### src/rtl/fpga250_cfg_pkg.sv
// Shared configuration-interface constants and helpers for the fabric-side
// config chain receiver.
package fpga250_cfg_pkg;

    localparam int CFG_LANES     = 4;
    localparam int CFG_LANE_BITS = 64;

    // Counter must hold 0..LANE_BITS+1, where LANE_BITS+1 marks an overflowed load.
    function automatic int cfg_cnt_width(input int lane_bits);
        return $clog2(lane_bits + 2);
    endfunction

endpackage

### src/rtl/config_lane_rx.sv
// One configuration lane: serial shift register, saturating bit counter,
// set-edge detection and the committed configuration register with status flags.
module config_lane_rx
    import fpga250_cfg_pkg::*;
#(
    parameter int LANE_BITS = CFG_LANE_BITS
) (
    input  logic                 clk,
    input  logic                 rst,
    input  logic                 cen,
    input  logic                 set,
    input  logic                 shift,
    output logic [LANE_BITS-1:0] cfg,
    output logic                 shift_tail,
    output logic                 configured,
    output logic                 error
);

    localparam int             CW       = cfg_cnt_width(LANE_BITS);
    localparam logic [CW-1:0]  CNT_FULL = CW'(LANE_BITS);
    localparam logic [CW-1:0]  CNT_SAT  = CW'(LANE_BITS + 1);

    logic [LANE_BITS-1:0] sr;
    logic [CW-1:0]        cnt;
    logic                 set_q;
    logic                 set_rise;

    assign set_rise   = set & ~set_q;
    assign shift_tail = sr[LANE_BITS-1];

    // set_q resets high so a set held across reset release is not seen as a rise.
    always_ff @(posedge clk) begin
        if (rst) begin
            sr         <= '0;
            cnt        <= '0;
            set_q      <= 1'b1;
            cfg        <= '0;
            configured <= 1'b0;
            error      <= 1'b0;
        end else begin
            set_q <= set;
            if (cen) begin
                sr <= {sr[LANE_BITS-2:0], shift};
            end
            // A commit samples the pre-shift register and count; a concurrent
            // shift becomes the first bit of the next load.
            if (set_rise) begin
                cfg        <= sr;
                configured <= (cnt == CNT_FULL);
                error      <= (cnt != CNT_FULL);
                cnt        <= cen ? CW'(1) : '0;
            end else if (cen && (cnt != CNT_SAT)) begin
                cnt <= cnt + CW'(1);
            end
        end
    end

endmodule

### src/rtl/config_chain_receiver.sv
// Fabric-side receiver for the Wishbone configurator's cen/set/shift lanes:
// one config_lane_rx per lane, outputs concatenated lane by lane.
module config_chain_receiver
    import fpga250_cfg_pkg::*;
#(
    parameter int LANES     = CFG_LANES,
    parameter int LANE_BITS = CFG_LANE_BITS
) (
    input  logic                       wb_clk_i,
    input  logic                       wb_rst_i,
    input  logic                       cen_i,
    input  logic [LANES-1:0]           set_i,
    input  logic [LANES-1:0]           shift_i,
    output logic [LANES*LANE_BITS-1:0] config_o,
    output logic [LANES-1:0]           shift_tail_o,
    output logic [LANES-1:0]           configured_o,
    output logic [LANES-1:0]           error_o
);

    for (genvar i = 0; i < LANES; i++) begin : g_lane
        config_lane_rx #(
            .LANE_BITS(LANE_BITS)
        ) u_lane (
            .clk        (wb_clk_i),
            .rst        (wb_rst_i),
            .cen        (cen_i),
            .set        (set_i[i]),
            .shift      (shift_i[i]),
            .cfg        (config_o[i*LANE_BITS +: LANE_BITS]),
            .shift_tail (shift_tail_o[i]),
            .configured (configured_o[i]),
            .error      (error_o[i])
        );
    end

endmodule

### config.mk
export PLATFORM = sky130hd
export DESIGN_NAME = config_chain_receiver
export DESIGN_NICKNAME = d
export VERILOG_FILES = /design/src/rtl/fpga250_cfg_pkg.sv /design/src/rtl/config_lane_rx.sv /design/src/rtl/config_chain_receiver.sv
export SDC_FILE = /design/constraint.sdc
export NUM_CORES = 1
export LEC_CHECK = 0
export ABC_CLOCK_PERIOD_IN_PS = 3900
export CAP_MARGIN = 10
export CORE_MARGIN = 5
export CORE_UTILIZATION = 30
export CTS_CLUSTER_SIZE = 20
export DETAILED_ROUTE_END_ITERATION = 7
export PLACE_DENSITY_LB_ADDON = 0.1
export SETUP_SLACK_MARGIN = 0.3
export SYNTH_ARGS = -nofsm -noshare
export SYNTH_HDL_FRONTEND = slang
export SYNTH_SLANG_ARGS = --single-unit
### constraint.sdc
create_clock -name wb_clk_i -period 3.9 [get_ports wb_clk_i]
set_clock_uncertainty 0.2 [all_clocks]
set_input_delay 0.78 -clock wb_clk_i [delete_from_list [all_inputs] [get_ports wb_clk_i]]
set_output_delay 0.78 -clock wb_clk_i [all_outputs]
set_load 0.05 [all_outputs]
## Word level (Yosys, flattened, before mapping)

Index checks and enable logic that the tools add are counted.
Widths: inputs -> output; s select.

- Register bits after elaboration: 552
- Latch bits: 0
- Bits in writable memories: 0
- Bits in read-only memories: 0
- Input port bits: 11
- Output and inout bits: 268
- Word-level logic and storage cells: 65
- Memories: 0

- Add/subtract/negate cells: 4
- $mul: 0
- Divide/modulo/power cells: 0
- Order comparisons: 0
- Equality and inequality tests: 12
- Shift-type cells: 0
- Multiplexer cells: 9
- Bitwise gates (word level): 8
- Reduce and logical (&&, ||, !) cells: 8

Operators with widths:

| cell | count |
|---|---|
| $mux 7 | 8 |
| $ne 7x7->1 const B | 8 |
| $add 7x1->7 const B | 4 |
| $eq 7x7->1 const B | 4 |
| $reduce_bool 2->1 | 4 |
| $and 1x1->1 | 4 |
| $logic_and 1x1->1 | 4 |
| $not 1->1 | 4 |
| $mux 1 | 1 |

## Logic depth before layout (Yosys ltp)

Gate-level depths: netlist of the first run.

- Word-level depth: 4
- Mapped depth: 6
- Mapped depth without buffers: 5

## By module

Synthesis of the first run repeated with hierarchy kept, for this count alone.

- Cell total of the unflattened synthesis: 2168
- Area, all modules: 19713.9 um^2

Modules (own cells, without submodules):

| module | times used | cells each | area an instance (um^2) | seq. area each (um^2) |
|---|---|---|---|---|
| config_lane_rx | 4 | 542 | 4928.5 | 2762.6 |

## Worst setup path before layout of the first run

OpenSTA, ideal clock, no wires.

- Path kind: input-to-reg
- Start point: input port wb_rst_i
- End point: register g_lane[0].u_lane.sr[15]
- Library setup time: 128 ps
- Arrival: 1544 ps
- Required time: 3572 ps
- Setup slack: 2029 ps
- Stages on the path: 4
- Buffers on the path: 3
- Path through: buf_2 > clkbuf_1 > clkbuf_1 > nor2_1

RTL lines:

| element | line | text |
|---|---|---|
| start: declaration | config_chain_receiver.sv:10 | `input logic wb_rst_i,` |
| end signal: assignment | config_lane_rx.sv:43 | `sr <= {sr[LANE_BITS-2:0], shift};` |
| end: declaration | config_lane_rx.sv:23 | `logic [LANE_BITS-1:0] sr;` |

No word-level cell between the ends.

## Final worst setup path of the first run

- Start point: register g_lane[1].u_lane.error
- End point: output port error_o[1]

RTL lines:

| element | line | text |
|---|---|---|
| start: declaration | config_lane_rx.sv:16 | `output logic error` |
| start signal: assignment | config_lane_rx.sv:50 | `error <= (cnt != CNT_FULL);` |
| end: declaration | config_chain_receiver.sv:17 | `output logic [LANES-1:0] error_o` |

No word-level cell between the ends.

==> results of run 1 <==
[placed cells by master, fill, tap and decap left out, types with 5 or more instances in the layout]
| master | n |
|---|---|
| dfxtp_1 | 552 |
| nand2_1 | 533 |
| clkdlybuf4s50_1 | 276 |
| nor2_1 | 269 |
| a21oi_1 | 269 |
| mux2i_1 | 261 |
| clkbuf_16 | 61 |
| clkbuf_8 | 18 |
| buf_4 | 17 |
| nand4_1 | 13 |
| clkbuf_1 | 13 |
| ha_1 | 12 |
| o21ai_0 | 11 |
| nand3_1 | 10 |
| inv_1 | 9 |
| or3_1 | 8 |
| xor2_1 | 8 |
| clkinv_2 | 7 |
| buf_12 | 7 |
| bufinv_16 | 6 |
| a31oi_1 | 5 |
[per-layer routing]
layer | up-vias | track usage
li1 | 7553 | -
met4 | 0 | 0.0363
met2 | 215 | 0.217
met3 | 78 | 0.0289
met5 | - | 0
met1 | 6952 | 0.163
[cells in the mapped netlist, types with 2 or more instances]
| library cell | n | area share |
|---|---|---|
| buf_4 | 38 | 0.014 |
| or3_1 | 8 | 0.0025 |
| a311o_1 | 2 | 0.0010 |
| nor2b_1 | 6 | 0.0019 |
| a211o_1 | 2 | 0.00089 |
| xor2_1 | 8 | 0.0035 |
| dfxtp_1 | 552 | 0.56 |
| a21oi_1 | 269 | 0.068 |
| nand2_1 | 533 | 0.10 |
| nor4bb_1 | 2 | 0.0010 |
| clkbuf_1 | 83 | 0.016 |
| nor3b_1 | 2 | 0.00076 |
| a221o_1 | 3 | 0.0015 |
| nand3_1 | 10 | 0.0025 |
| or3b_2 | 2 | 0.00089 |
| a22o_1 | 2 | 0.00089 |
| ha_1 | 12 | 0.0076 |
| buf_1 | 8 | 0.0015 |
| a211oi_1 | 3 | 0.0011 |
| nor2_1 | 269 | 0.051 |
| buf_2 | 35 | 0.0089 |
| nand4_1 | 13 | 0.0041 |
| or2_2 | 4 | 0.0013 |
| o211a_1 | 3 | 0.0015 |
| o21ai_0 | 11 | 0.0028 |
| inv_1 | 9 | 0.0017 |
| a31oi_1 | 5 | 0.0016 |
| mux2i_1 | 261 | 0.13 |
| nand2b_1 | 4 | 0.0013 |
| nor3_1 | 2 | 0.00051 |
[kinds of logic (layout without fill, tap and decap cells)]
kind of cell | count (synthesis) | in the layout | synth area share
AND/OR/NAND/NOR | 863 | 863 | 0.173
XOR/XNOR | 8 | 8 | 0.00355
flip-flops | 552 | 552 | 0.560
adder cells (fa/ha/maj) | 12 | 12 | 0.00761
AO/OA/AOI/OAI | 303 | 303 | 0.0808
buffers and inverters | 175 | 421 | 0.0428
multiplexers | 261 | 261 | 0.132
[through the flow]
| step | hold slack [ns] | utilization | area, µm² | total power, W |
|---|---|---|---|---|
| floorplan | 0.237 | - | 19700 | 0.00611 |
| global placement | 0.244 | 0.353 | 23100 | 0.00620 |
| detailed placement | 0.247 | 0.353 | 23100 | 0.00621 |
| CTS | 0.255 | 0.384 | 25200 | 0.0122 |
| global route | 0.273 | 0.384 | 25200 | 0.0124 |
| finish | 0.253 | 0.384 | 25200 | 0.0119 |
[flip-flops by register name, indices dropped and copies added, names as in the netlist]
signal,count
g_lane.u_lane.cfg,256
g_lane.u_lane.cnt,28
g_lane.u_lane.configured,4
g_lane.u_lane.error,4
g_lane.u_lane.set_q,4
g_lane.u_lane.sr,256
[where the power goes]
part,switching (W),total (W),internal (W)
Clock,0.00225,0.00584,0.00359
Sequential,0.0000190,0.00568,0.00566
Combinational,0.000277,0.000399,0.000122
[worst min path at each step]
stage,startpoint,end,depth (start not counted)
finish,g_lane[2].u_lane.cfg[17]$_SDFFE_PP0P_,g_lane[2].u_lane.cfg[17]$_SDFFE_PP0P_,2
global route,g_lane[0].u_lane.cfg[60]$_SDFFE_PP0P_,g_lane[0].u_lane.cfg[60]$_SDFFE_PP0P_,2
CTS,g_lane[3].u_lane.cfg[26]$_SDFFE_PP0P_,g_lane[3].u_lane.cfg[26]$_SDFFE_PP0P_,2
detailed placement,g_lane[3].u_lane.cfg[26]$_SDFFE_PP0P_,g_lane[3].u_lane.cfg[26]$_SDFFE_PP0P_,2
global placement,g_lane[1].u_lane.cfg[55]$_SDFFE_PP0P_,g_lane[1].u_lane.cfg[55]$_SDFFE_PP0P_,2
floorplan,g_lane[0].u_lane.configured$_SDFFE_PP0P_,g_lane[0].u_lane.configured$_SDFFE_PP0P_,2
[layout make-up]
| type | instances | area, µm² |
|---|---|---|
| clock inverters | 17 | 249 |
| repair buffers | 302 | 3060 |
| inverters | 10 | 37.5 |
| multi-input cells | 1447 | 7890 |
| fillers | 6600 | 40300 |
| clock buffers | 92 | 1820 |
| flip-flops and latches | 552 | 11100 |
| well taps | 864 | 1080 |
[worst reg2reg max path, stage by stage, from the launching register on]
cell	delay [ns]
dfxtp_1	0.36
nand2b_2	0.59
buf_4	0.49
nand2_1	0.12
a21oi_1	0.17
==> out/qor.yml, run 1 <==
status: "completed"
cts_setup_buffers: 0
maxSlewViolCount: 0
routabilityCongestion: 0.740
cp_slowest_cell: "clkdlybuf4s50_1"
initial_core_util: 0.301
worst-path-stages: 1
criticalPathCategory: "flop to primary output"
yosysWarningCount: 0
wl_met2_um: 22500
clk_latency_ns: 0.60
dp_slack_ns: 1.04
min_period_ns: 2.88
crit_path_start: "g_lane[1].u_lane.error$_SDFFE_PP0P_"
grt_pass1_vias: 14500
synth_nets: 2197
netlist_area_mm2: 0.0197
antenna_found_initial: 0
first_pass_iters: 4
grt_setup_unrepaired: "no"
ir_drop_mv: 0.289
hold_viol_final: 0
ys_seq_area_frac: 0.560
setup_ws_ns: 1.02
reg2reg_from: "g_lane[2].u_lane.set_q$_SDFF_PP1_"
yosys_most_used_dff: "dfxtp_1"
finalWirelength_um: 47300
drive_gt1_frac: 0.0574
slew_headroom: 0.358
grt_pass1_wl_um: 76500
dp_hpwl_um: 29900
die_w_um: 267
grtUsageTotal: 0.128
routed.top_layer: "met4"
grt-ovfl-total: 0
die_area_mm2: 0.0710
max_freq_mhz: 347
final_nets: 2396
async_reset_ff_frac: 0
syn_area_per_cell_um2: 9.08
crit_family: "buffers and inverters"
cts_buffers: 60
areaGrowthSynthToFinish_pct: 27.6
clk_pin_slew_ns: 0.06
endpoint: "error_o[1]"
r2r_setup_slack_ns: 1.88
reg2reg_depth: 4
cts-root-buf: "clkbuf_16"
power.leakage_nw: 9.32
drc_errors: 0
drv_cap: 0
min_path_type: "flop to flop"
crit_path_cell_trace: "clkdlybuf4s50_1"
rows: 94
synthCells: 2174
cts_resized: 0
critPathMaxFanout: 2
antenna_left: 0
synth.distinct_cells: 43
arrival_ns: 1.90
die_h_um: 267
drt_iter0_drc: 762
max_stage_delay_ns: 0.95
worst_setup_path_start_kind: "flop"
vias: 14800
setup_viol: 0
placed_cells: 3175
grt_max_degree: 218
viasPerCell: 4.51
period_share: 0.740
crit_buf_inv: 1
core_area_mm2: 0.0655
routedLengthMet1_um: 21500
num_antenna_cells: 0
cellPowerDensity_mw_per_mm2: 473
wl_met3_um: 2180
wl_per_cell_um: 14.4
cts_buffer_depth: 3
port_buffers: 278
cts_tree: "yes"
reg2reg_to: "g_lane[2].u_lane.cfg[25]$_SDFFE_PP0P_"
end_kind: "primary output"
numClockSinks: 552
worstMarginPinSlew_ns: 0.963
fin_tns_setup_ns: 0
htree_num_levels: 2
ys_ff_latch: 552
io_pins: 279
synth-edff-count: 0
ctsHoldBuffers: 0
cp.required_ns: 2.92
fin_cells: 3284
No activity file was read; power rests on OpenSTA's default activity.
==> run 2, diff against run 1 <==
ABC_CLOCK_PERIOD_IN_PS = 2500   (was 3900)
clock period = 2.5 ns   (was 3.9 ns; I/O delays follow)
==> out/qor.yml, run 2 (synthesis gave the netlist of run 1 again) <==
io_pins: 279
core_area_mm2: 0.0655
worst_hold_slack_ns: 0.164
arrival_ns: 1.44
fin_tns_setup_ns: 0
grt_max_degree: 117
cellPowerDensity_mw_per_mm2: 727
die_h_um: 267
antenna_found_initial: 1
cts-root-buf: "clkbuf_16"
end_kind: "primary output"
areaGrowthSynthToFinish_pct: 28.2
combPwrFrac: 0.036
first_pass_iters: 5
clk_latency_ns: 0.60
dp_hpwl_um: 30600
num_antenna_cells: 0
pwr-share-clk: 0.482
rows: 94
worst_setup_path_start_kind: "flop"
status: "completed"
final_cell_mix: "552 x dfxtp_1, 533 x nand2_1, 269 x nor2_1, 269 x a21oi_1, 261 x mux2i_1"
p_int_w: 0.0143
die_w_um: 267
cp_slowest_cell: "clkdlybuf4s15_1"
routabilityCongestion: 0.720
vias: 14800
clk_pin_slew_ns: 0.06
ir_drop_mv: 0.504
grt_setup_unrepaired: "no"
worstMarginPinSlew_ns: 0.600
die_area_mm2: 0.0710
min_period_ns: 2.14
cts_buffers: 60
max_freq_mhz: 467
cts_buffer_depth: 3
criticalPathCategory: "flop to primary output"
antenna_left: 0
crit_buf_inv: 1
grtUsageTotal: 0.128
viasPerCell: 4.49
largest_registers: "g_lane.u_lane.cfg (256), g_lane.u_lane.sr (256), g_lane.u_lane.cnt (28)"
grt_pass1_vias: 14400
cts_setup_buffers: 0
slew_headroom: 0.599
crit_family: "buffers and inverters"
maxSlewViolCount: 0
layout_commonest_cell: "dfxtp_1"
switching_share: 0.220
initial_core_util: 0.301
power.leakage_nw: 9.59
drt_iter0_drc: 566
period_share: 0.856
min_path_type: "input port to flop"
grt-ovfl-total: 0
numClockSinks: 552
cp.required_ns: 1.80
port_buffers: 278
setup_viol: 0
drive_gt1_frac: 0.146
hold_viol_final: 0
drv_cap: 0
htree_num_levels: 2
crit_path_cell_trace: "clkdlybuf4s15_1"
grt_pass1_wl_um: 76600
final_nets: 2409
drc_errors: 0
finalWirelength_um: 47700
p_switching_w: 0.00405
critPathMaxFanout: 2
seqPwrFrac: 0.481
finish.utilization: 0.386
max_stage_delay_ns: 0.51
wl_per_cell_um: 14.5
cts_tree: "yes"
## run 2: path summary, 6_finish.rpt
path | start | end | slack [ns] | depth (start not counted)
hold / removal | cen_i | g_lane[0].u_lane.sr[12]$_SDFFE_PP0P_ | 0.16 | 3
hold reg to reg | g_lane[0].u_lane.cfg[38]$_SDFFE_PP0P_ | g_lane[0].u_lane.cfg[38]$_SDFFE_PP0P_ | 0.25 | 2
setup / recovery | g_lane[2].u_lane.cfg[38]$_SDFFE_PP0P_ | config_o[166] | 0.36 | 1
setup reg to reg | g_lane[2].u_lane.cnt[1]$_SDFFE_PP0P_ | g_lane[2].u_lane.cnt[0]$_SDFFE_PP0P_ | 0.81 | 5
## run 2: power groups by stage
| stage | Clock, W | Sequential (W) | Combinational [W] |
|---|---|---|---|
| floorplan | 0 | 0.00904 | 0.000493 |
| CTS | 0.00924 | 0.00885 | 0.000687 |
| detailed placement | 0 | 0.00905 | 0.000684 |
| finish | 0.00887 | 0.00885 | 0.000668 |
| global placement | 0 | 0.00905 | 0.000682 |
| global route | 0.00958 | 0.00885 | 0.000730 |
## run 2: layer usage
metal | vias to the layer above | global-route usage | part of all wire
li1 | 7598 | - | -
met1 | 6915 | 0.164 | 0.45
met2 | 227 | 0.219 | 0.48
met3 | 72 | 0.0277 | 0.048
met4 | 2 | 0.0390 | 0.024
met5 | - | 0 | 0.00015
## run 2: worst reg2reg max path: cells and delay by family, from the launching register on
| family | cells | cell delay, ns |
|---|---|---|
| and+or+nand+nor | 1 | 0.17 |
| buffers and inverters | 1 | 0.09 |
| DFF | 1 | 0.40 |
| adders and majority gates | 1 | 0.23 |
| AOI/OAI and AO/OA | 2 | 0.50 |
## run 2: final cells by class
| class | count | area [µm²] |
|---|---|---|
| clock inverters | 24 | 258 |
| well taps | 864 | 1080 |
| repair buffers | 315 | 3260 |
| multi-input cells | 1447 | 7890 |
| flip-flops and latches | 552 | 11100 |
| clock buffers | 85 | 1730 |
| fillers | 6632 | 40200 |
| inverters | 10 | 37.5 |
## run 2: timing repair
item / 4_1_cts / 5_1_grt
hold endpoints to repair: 10 / 0
pin swaps: 0 / 0
resized for setup: 677 / 51
endpoints found under the setup margin: 264 / 49
hold buffers: 1 / 0
gates cloned: 0 / 0
## run 2: per-stage QoR
step                      setup slack, ns  std cells  total power (W)  area (µm²)
final                               0.359       3297           0.0184       25300
after global placement              0.312       3187          0.00973       23300
after floorplan                     0.909       2174          0.00954       19700
after global routing                0.300       3297           0.0192       25300
after CTS                           0.113       3297           0.0188       25500
after detailed placement            0.320       3187          0.00973       23300
==> run 3, diff against run 2 <==
ABC_CLOCK_PERIOD_IN_PS = default   (was 2500)
==> results of run 3 <==
Final layout, timing and power as in run 2 (identical DEF).
